**config.mk**
```make
export PLATFORM = sky130hd
export DESIGN_NAME = regfile_wb_scheduler
export DESIGN_NICKNAME = d
export VERILOG_FILES = /design/src/rtl/regfile_pkg.sv /design/src/rtl/wb_rr_arbiter.sv /design/src/rtl/regfile_wb_scheduler.sv
export SDC_FILE = /design/constraint.sdc
export NUM_CORES = 1
export LEC_CHECK = 0
export ABC_AREA = 1
export BUFFER_PORTS_ARGS = -buffer_cell sky130_fd_sc_hd__buf_2
export CORE_ASPECT_RATIO = 1.1
export CORE_UTILIZATION = 49
export CTS_BUF_LIST = sky130_fd_sc_hd__clkbuf_4
export DETAILED_ROUTE_END_ITERATION = 6
export PLACE_DENSITY = 0.8
export SLEW_MARGIN = 40
export SYNTH_ARGS = -nofsm -noshare
export SYNTH_HDL_FRONTEND = slang
export SYNTH_HIERARCHICAL = 1
export SYNTH_SLANG_ARGS = --single-unit
```
**constraint.sdc**
```tcl
create_clock -name clock -period 3.1 [get_ports clock]
set_clock_uncertainty 0.2 [all_clocks]
set_input_delay 0.465 -clock clock [delete_from_list [all_inputs] [get_ports clock]]
set_output_delay 0.465 -clock clock [all_outputs]
set_load 0.005 [all_outputs]
```
**src/rtl/regfile_pkg.sv**
```systemverilog
// Shared sizes, the hard-wired zero register and writeback source ids for the
// register bank write-port scheduler.
package regfile_pkg;

  localparam int NUM_REGS = 32;
  localparam int ADDR_W   = 5;
  localparam int DATA_W   = 32;

  localparam logic [ADDR_W-1:0] ZERO_REG = '0;

  typedef enum logic {
    SRC_ALU = 1'b0,
    SRC_MEM = 1'b1
  } wb_src_e;

endpackage

```
**src/rtl/wb_rr_arbiter.sv**
```systemverilog
// Two-way round-robin grant between the ALU and load writeback sources.
// The pointer only moves when both sources contend.
module wb_rr_arbiter
  import regfile_pkg::*;
(
  input  logic clock,
  input  logic reset,
  input  logic alu_valid,
  input  logic mem_valid,
  output logic alu_grant,
  output logic mem_grant
);

  wb_src_e ptr;

  always_comb begin
    alu_grant = ~reset & alu_valid & (~mem_valid | (ptr == SRC_ALU));
    mem_grant = ~reset & mem_valid & (~alu_valid | (ptr == SRC_MEM));
  end

  always_ff @(posedge clock) begin
    if (reset) begin
      ptr <= SRC_ALU;
    end else if (alu_valid & mem_valid) begin
      ptr <= (ptr == SRC_ALU) ? SRC_MEM : SRC_ALU;
    end
  end

endmodule

```
**src/rtl/regfile_wb_scheduler.sv**
```systemverilog
// Register bank write-port owner: arbitrates ALU/load writebacks onto a
// registered write port and tracks pending destinations to stall issue.
module regfile_wb_scheduler
  import regfile_pkg::*;
(
  input  logic                clock,
  input  logic                reset,
  input  logic                alu_valid,
  output logic                alu_ready,
  input  logic [ADDR_W-1:0]   alu_addr,
  input  logic [DATA_W-1:0]   alu_data,
  input  logic                mem_valid,
  output logic                mem_ready,
  input  logic [ADDR_W-1:0]   mem_addr,
  input  logic [DATA_W-1:0]   mem_data,
  output logic                enc,
  output logic [ADDR_W-1:0]   addrc,
  output logic [DATA_W-1:0]   datac,
  input  logic                iss_valid,
  input  logic [ADDR_W-1:0]   iss_rs,
  input  logic [ADDR_W-1:0]   iss_rt,
  input  logic [ADDR_W-1:0]   iss_rd,
  input  logic                iss_we,
  output logic                stall,
  output logic [NUM_REGS-1:0] pending
);

  logic                alu_grant;
  logic                mem_grant;
  logic                xfer;
  logic [ADDR_W-1:0]   xfer_addr;
  logic [DATA_W-1:0]   xfer_data;
  logic                haz_rs;
  logic                haz_rt;
  logic                haz_rd;
  logic                issue_set;
  logic [NUM_REGS-1:0] pending_nxt;

  wb_rr_arbiter u_arb (
    .clock     (clock),
    .reset     (reset),
    .alu_valid (alu_valid),
    .mem_valid (mem_valid),
    .alu_grant (alu_grant),
    .mem_grant (mem_grant)
  );

  assign alu_ready = alu_grant;
  assign mem_ready = mem_grant;

  always_comb begin
    xfer      = alu_grant | mem_grant;
    xfer_addr = mem_grant ? mem_addr : alu_addr;
    xfer_data = mem_grant ? mem_data : alu_data;
  end

  // Hazards look only at the scoreboard, never at in-flight valids.
  always_comb begin
    haz_rs    = (iss_rs != ZERO_REG) & pending[iss_rs];
    haz_rt    = (iss_rt != ZERO_REG) & pending[iss_rt];
    haz_rd    = iss_we & (iss_rd != ZERO_REG) & pending[iss_rd];
    stall     = iss_valid & (haz_rs | haz_rt | haz_rd);
    issue_set = iss_valid & ~stall & iss_we & (iss_rd != ZERO_REG);
  end

  // Clear is applied before set so a same-edge set of the same register wins.
  always_comb begin
    pending_nxt = pending;
    if (enc) begin
      pending_nxt[addrc] = 1'b0;
    end
    if (issue_set) begin
      pending_nxt[iss_rd] = 1'b1;
    end
    pending_nxt[0] = 1'b0;
  end

  always_ff @(posedge clock) begin
    if (reset) begin
      enc     <= 1'b0;
      addrc   <= '0;
      datac   <= '0;
      pending <= '0;
    end else begin
      enc     <= xfer & (xfer_addr != ZERO_REG);
      pending <= pending_nxt;
      if (xfer) begin
        addrc <= xfer_addr;
        datac <= xfer_data;
      end
    end
  end

endmodule

```
==> metrics.yaml, run 1 <==
gr-usage-all-layers_pct: 30.2
r2r-end: "pending[9]"
maxSlewHeadroom_pct: 62.7
vias_per_cell: 5.40
maxCapViolCount: 0
max-clock-path-buffers: 2
portBuffers: 166
wire_per_inst_um: 14.1
worst-path-max-fanout: 14
finalSetupTns_ns: 0
status: "complete, no violations"
layout_commonest_cell: "nand2_1"
ir_drop_v: 0.000223
setup_violations: 0
criticalPathCategory: "input port to primary output"
power_density_nw_per_um2: 380
min_path_cells: 4
finalNetCount: 981
grt_pass1_vias: 4651
power_frac_clock_pct: 33.3
drtIter0Drc: 527
clock_latency_ns: 0.42
grt_pass1_wl_um: 22500
core_area_um2: 8830
tightestPinTransition_ns: 0.559
finalCritPeriodShare_pct: 81.5
antenna_found_initial: 1
grt_max_degree: 38
hp-class: "input port to flop"
dp.cells: 989
avgSynthCellArea_um2: 6.04
synth-seq-cells: 70
cts_setup_buffers: 0
numCtsBuffers: 9
required_ns: 2.43
drive_gt1_share_pct: 24.4
netlist_instances: 736
hold_viol_final: 0
start_util_pct: 50.3
netlist.area_leader.share_pct: 31.5
layout_common_cells: "nand2_1, buf_2, nand3_1"
ys_seq_area_share_pct: 31.5
ys_async_sr_fraction_pct: 0
htree_levels: 3
ctsHoldBuffers: 0
synthesis.nets: 831
fill_cells: 895
synth-edff-count: 0
r2r_cells: 14
netlist_area_um2: 4440
pwr-share-comb_pct: 20.1
die_w_um: 92.8
p_sw_share_pct: 30.8
area_growth_pct: 22.8
place_hpwl_um: 10300
cp-end-kind: "primary output"
fp-row-count: 36
timing.rr.start: "pending[23]"
min_to: "u_arb/ptr"
p_leak_uw: 0.00286
max_freq_ghz: 0.396
wl_um: 14100
cts_tree: "done"
synth-main-ff-cell: "dfxtp_1"
synthDistinctLibCells: 31
power_frac_seq_pct: 46.5
postRouteAntennaNets: 0
yosysWarningCount: 6
finalMaxSlewViolations: 0
drc_errors: 0
fin_crit_ns: 2.53
r2r_slack_ns: 1.06
yosys.area.top_type: "dfxtp_1"
gp_congestion: 1.00
drt-pass1-iter-count: 5
ys_top_cells_by_area: "dfxtp_1, nand2_1, nand3_1, inv_1, nand4_1"
overflow: 0
clock-root-buffer: "clkbuf_4"
switchingPower_uw: 638
die_y_um: 102
io_pins: 168
stdcell_count: 1006
cts_sinks: 70
arrival_ns: 1.86
rsz0062_at_grt: "false"
cts_resized: 0
p_int_uw: 1440
cp-start-kind: "input port"
num_vias: 5434
hold_start: "reset"
whs_ns: 0.114
dieArea_um2: 9460
clk_pin_slew_ns: 0.12
routing by layer:
layer	routed length (µm)	global-route usage [%]	up-vias
li1	-	-	2693
met1	5730	38.0	2420
met2	6770	49.8	284
met3	1200	5.88	37
met4	447	14.4	0
met5	0	0	-
through the flow:
stage / setup slack [ns] / total power, µW / utilization (%) / area (µm²)
6_report: 0.573 / 2070 / 61.8 / 5460
5_1_grt: 0.383 / 2190 / 61.8 / 5460
4_1_cts: 0.577 / 2090 / 61.8 / 5460
3_5_place_dp: 0.592 / 1400 / 59.9 / 5290
3_3_place_gp: 0.617 / 1390 / 59.9 / 5290
2_1_floorplan: 0.847 / 1240 / - / 4440
cells by family (layout without fill, tap and decap cells):
| logic type | count (synthesis) | after routing | share of synthesized area (%) |
|---|---|---|---|
| AND/OR/NAND/NOR | 443 | 443 | 44.2 |
| buffers and inverters | 131 | 286 | 13.1 |
| AO/OA/AOI/OAI | 86 | 86 | 9.94 |
| flip-flops | 70 | 70 | 31.5 |
| multiplexers | 5 | 5 | 1.13 |
| other | 1 | 2 | 0.0844 |
power groups by stage:
stage / Sequential (µW) / Combinational [µW] / Clock [µW]
after floorplan: 984 / 260 / 0
after global placement: 984 / 411 / 0
after detailed placement: 983 / 415 / 0
after CTS: 964 / 416 / 708
after global routing: 971 / 467 / 753
final: 965 / 418 / 692
flip-flops by register name, summed over array words and instances (netlist names):
signal	cells
u_arb/ptr	1
datac	32
pending	31
enc	1
addrc	5
critical path: stages:
cell	delay [ns]
buf_2	0.24
inv_2	0.17
nor2_1	0.21
nand2_1	0.07
nand2_1	0.07
nand2_1	0.04
nand2_1	0.06
inv_1	0.03
nand2_1	0.07
nand2_2	0.06
nand2_4	0.09
nor2_8	0.04
a21oi_1	0.12
buf_2	0.12
worst max-delay path by stage:
stage               startpoint  endpoint  slack [ns]
floorplan            iss_rd[0]     stall        0.85
global placement     iss_rs[0]     stall        0.62
detailed placement   iss_rs[0]     stall        0.59
CTS                 pending[6]     stall        0.58
global route         iss_rs[0]     stall        0.38
finish               iss_rs[0]     stall        0.57
Yosys cell counts (7+ instances only):
| library cell | n |
|---|---|
| nor2_1 | 42 |
| inv_2 | 8 |
| o21ai_0 | 37 |
| nand2_1 | 232 |
| a21oi_1 | 43 |
| buf_4 | 7 |
| nand3_1 | 111 |
| inv_1 | 82 |
| clkbuf_1 | 15 |
| nor3_1 | 8 |
| dfxtp_1 | 70 |
| nand4_1 | 38 |
layout make-up:
| class | count | area [µm²] | area share, % |
|---|---|---|---|
| diodes | 1 | 2.50 | 0.0458 |
| multi-input cells | 535 | 2480 | 45.4 |
| clock inverters | 6 | 93.8 | 1.72 |
| flip-flops and latches | 70 | 1400 | 25.7 |
| inverters | 93 | 352 | 6.44 |
| clock buffers | 10 | 75.1 | 1.38 |
| well taps | 114 | 143 | 2.61 |
| repair buffers | 177 | 913 | 16.7 |
Note: power is estimated with default switching activity, not from simulation.
==> run 2, diff against run 1 <==
CORE_UTILIZATION = 46   (was 49)
PLACE_DENSITY = 0.79   (was 0.8)
clock period = 2.3 ns   (was 3.1 ns; I/O delays follow)
==> metrics.yaml, run 2 (same netlist as run 1, synthesis figures left out) <==
r2r_slack_ns: 0.35
htree_levels: 3
switchingPower_uw: 841
hold_start: "mem_data[22]"
wire_per_inst_um: 14.3
finalCritPeriodShare_pct: 101
rsz0062_at_grt: "true"
num_vias: 5603
required_ns: 1.75
top_regs: "datac x32, pending x31, addrc x5"
cp-start-kind: "flop"
clk_pin_slew_ns: 0.12
ir_drop_v: 0.000332
drt-pass1-iter-count: 5
max-clock-path-buffers: 2
violations: "negative setup slack"
hp-class: "input port to flop"
antenna_found_initial: 0
wl_um: 15000
min_to: "datac[22]"
stdcell_count: 1045
overflow: 0
dieArea_um2: 10100
setup_violations: 1
clock-root-buffer: "clkbuf_4"
grt_max_degree: 34
finalNetCount: 1019
dp.cells: 1000
regMostFlops: "datac"
antenna_cells: 0
timing.rr.start: "pending[2]"
status: "finished with violations"
r2r_cells: 11
p_leak_uw: 0.00304
grt_pass1_vias: 5048
pwr-share-comb_pct: 22.9
criticalPathCategory: "flop to primary output"
layout_common_cells: "nand2_1, buf_2, nand3_1"
totalPowerFinal_uw: 2670
hold_viol_final: 0
maxCapViolCount: 0
die_w_um: 95.7
layout_commonest_cell: "nand2_1"
drtIter0Drc: 538
p_int_uw: 1830
cp-end-kind: "primary output"
vias_per_cell: 5.36
gp_congestion: 0.962
p_sw_share_pct: 31.5
postRouteAntennaNets: 0
gr-usage-all-layers_pct: 30.5
power_density_nw_per_um2: 460
io_pins: 168
core_area_um2: 9350
fin_crit_ns: 2.32
r2r-end: "pending[25]"
cts_tree: "done"
portBuffers: 166
finalMaxSlewViolations: 0
fp-row-count: 37
drive_gt1_share_pct: 29.1
drc_errors: 0
largest_reg_flops: 32
die_y_um: 105
start_util_pct: 47.5
fin_ws_ns: -0.0164
arrival_ns: 1.77
power_frac_clock_pct: 28.8
cts_sinks: 70
power_frac_seq_pct: 48.2
area_growth_pct: 30.8
fill_cells: 913
max_freq_ghz: 0.432
min_path_cells: 5
worst-path-max-fanout: 5
grt_pass1_wl_um: 23900
numCtsBuffers: 9
place_hpwl_um: 10600
clock_latency_ns: 0.42
[run 2: cell count changes in the layout (fill, tap and decap cells not counted), sizes merged]
cell,before,now
dlygate4sd3,0,18
bufinv,2,1
clkinv,4,5
diode,1,0
inv,92,91
buf,177,197
[run 2: repair_timing]
item,in CTS,in global routing
hold buffers,18,0
resized for setup,38,8
hold endpoints to repair,18,0
gates cloned,0,0
endpoints found under the setup margin,1,2
pin swaps,0,16
buffers inserted,7,5
[run 2: cell type report]
cell class	instances	area [µm²]	area share (%)
Sequential cell	70	1460	25.2
Clock inverter	5	51.3	0.882
Clock buffer	10	75.1	1.29
Multi-Input combinational cell	535	2480	42.7
Tap cell	117	146	2.52
Inverter	93	352	6.05
Timing Repair Buffer	215	1240	21.4
[run 2: how the worst max path moves through the flow]
stage | cells after the start | start | endpoint
detailed placement | 14 | iss_rt[0] | stall
CTS | 11 | pending[16] | stall
global route | 13 | pending[23] | stall
finish | 13 | pending[5] | stall
floorplan | 12 | iss_rd[0] | stall
global placement | 14 | iss_rt[0] | stall
[run 2: worst max-delay path: stages, from the launching register on]
cell     delay, ns
dfxtp_2       0.41
nand2_1       0.07
nand2_1       0.07
nand2_1       0.04
nand2_1       0.06
nand2_1       0.05
nand2_1       0.08
inv_1         0.04
nand2_1       0.07
nand2_2       0.07
nand2_4       0.09
nor2_8        0.05
a21oi_2       0.14
buf_2         0.12
[run 2: power groups by stage]
| stage | Sequential, µW | Combinational, µW | Clock [µW] |
|---|---|---|---|
| 5_1_grt | 1300 | 678 | 841 |
| 3_5_place_dp | 1330 | 571 | 0 |
| 3_3_place_gp | 1330 | 568 | 0 |
| 6_report | 1290 | 612 | 771 |
| 2_1_floorplan | 1330 | 351 | 0 |
| 4_1_cts | 1290 | 598 | 789 |
[run 2: metal layers]
layer / wire length [µm] / GRT usage, %
met5: 0 / 0
met4: 577 / 15.0
met3: 1390 / 6.70
met2: 7140 / 49.2
met1: 5860 / 37.8
[run 2: stage by stage]
stage | utilization (%) | area (µm²) | hold WS (ns) | setup WS, ns | TNS [ns]
global placement | 57.2 | 5350 | 0.290 | 0.0787 | 0
global route | 62.2 | 5810 | 0.0290 | -0.103 | -0.103
CTS | 61.7 | 5770 | 0.000428 | 0.00353 | 0
floorplan | - | 4440 | 0.283 | 0.287 | 0
detailed placement | 57.2 | 5350 | 0.292 | 0.0757 | 0
finish | 62.2 | 5810 | 0.0259 | -0.0164 | -0.0164
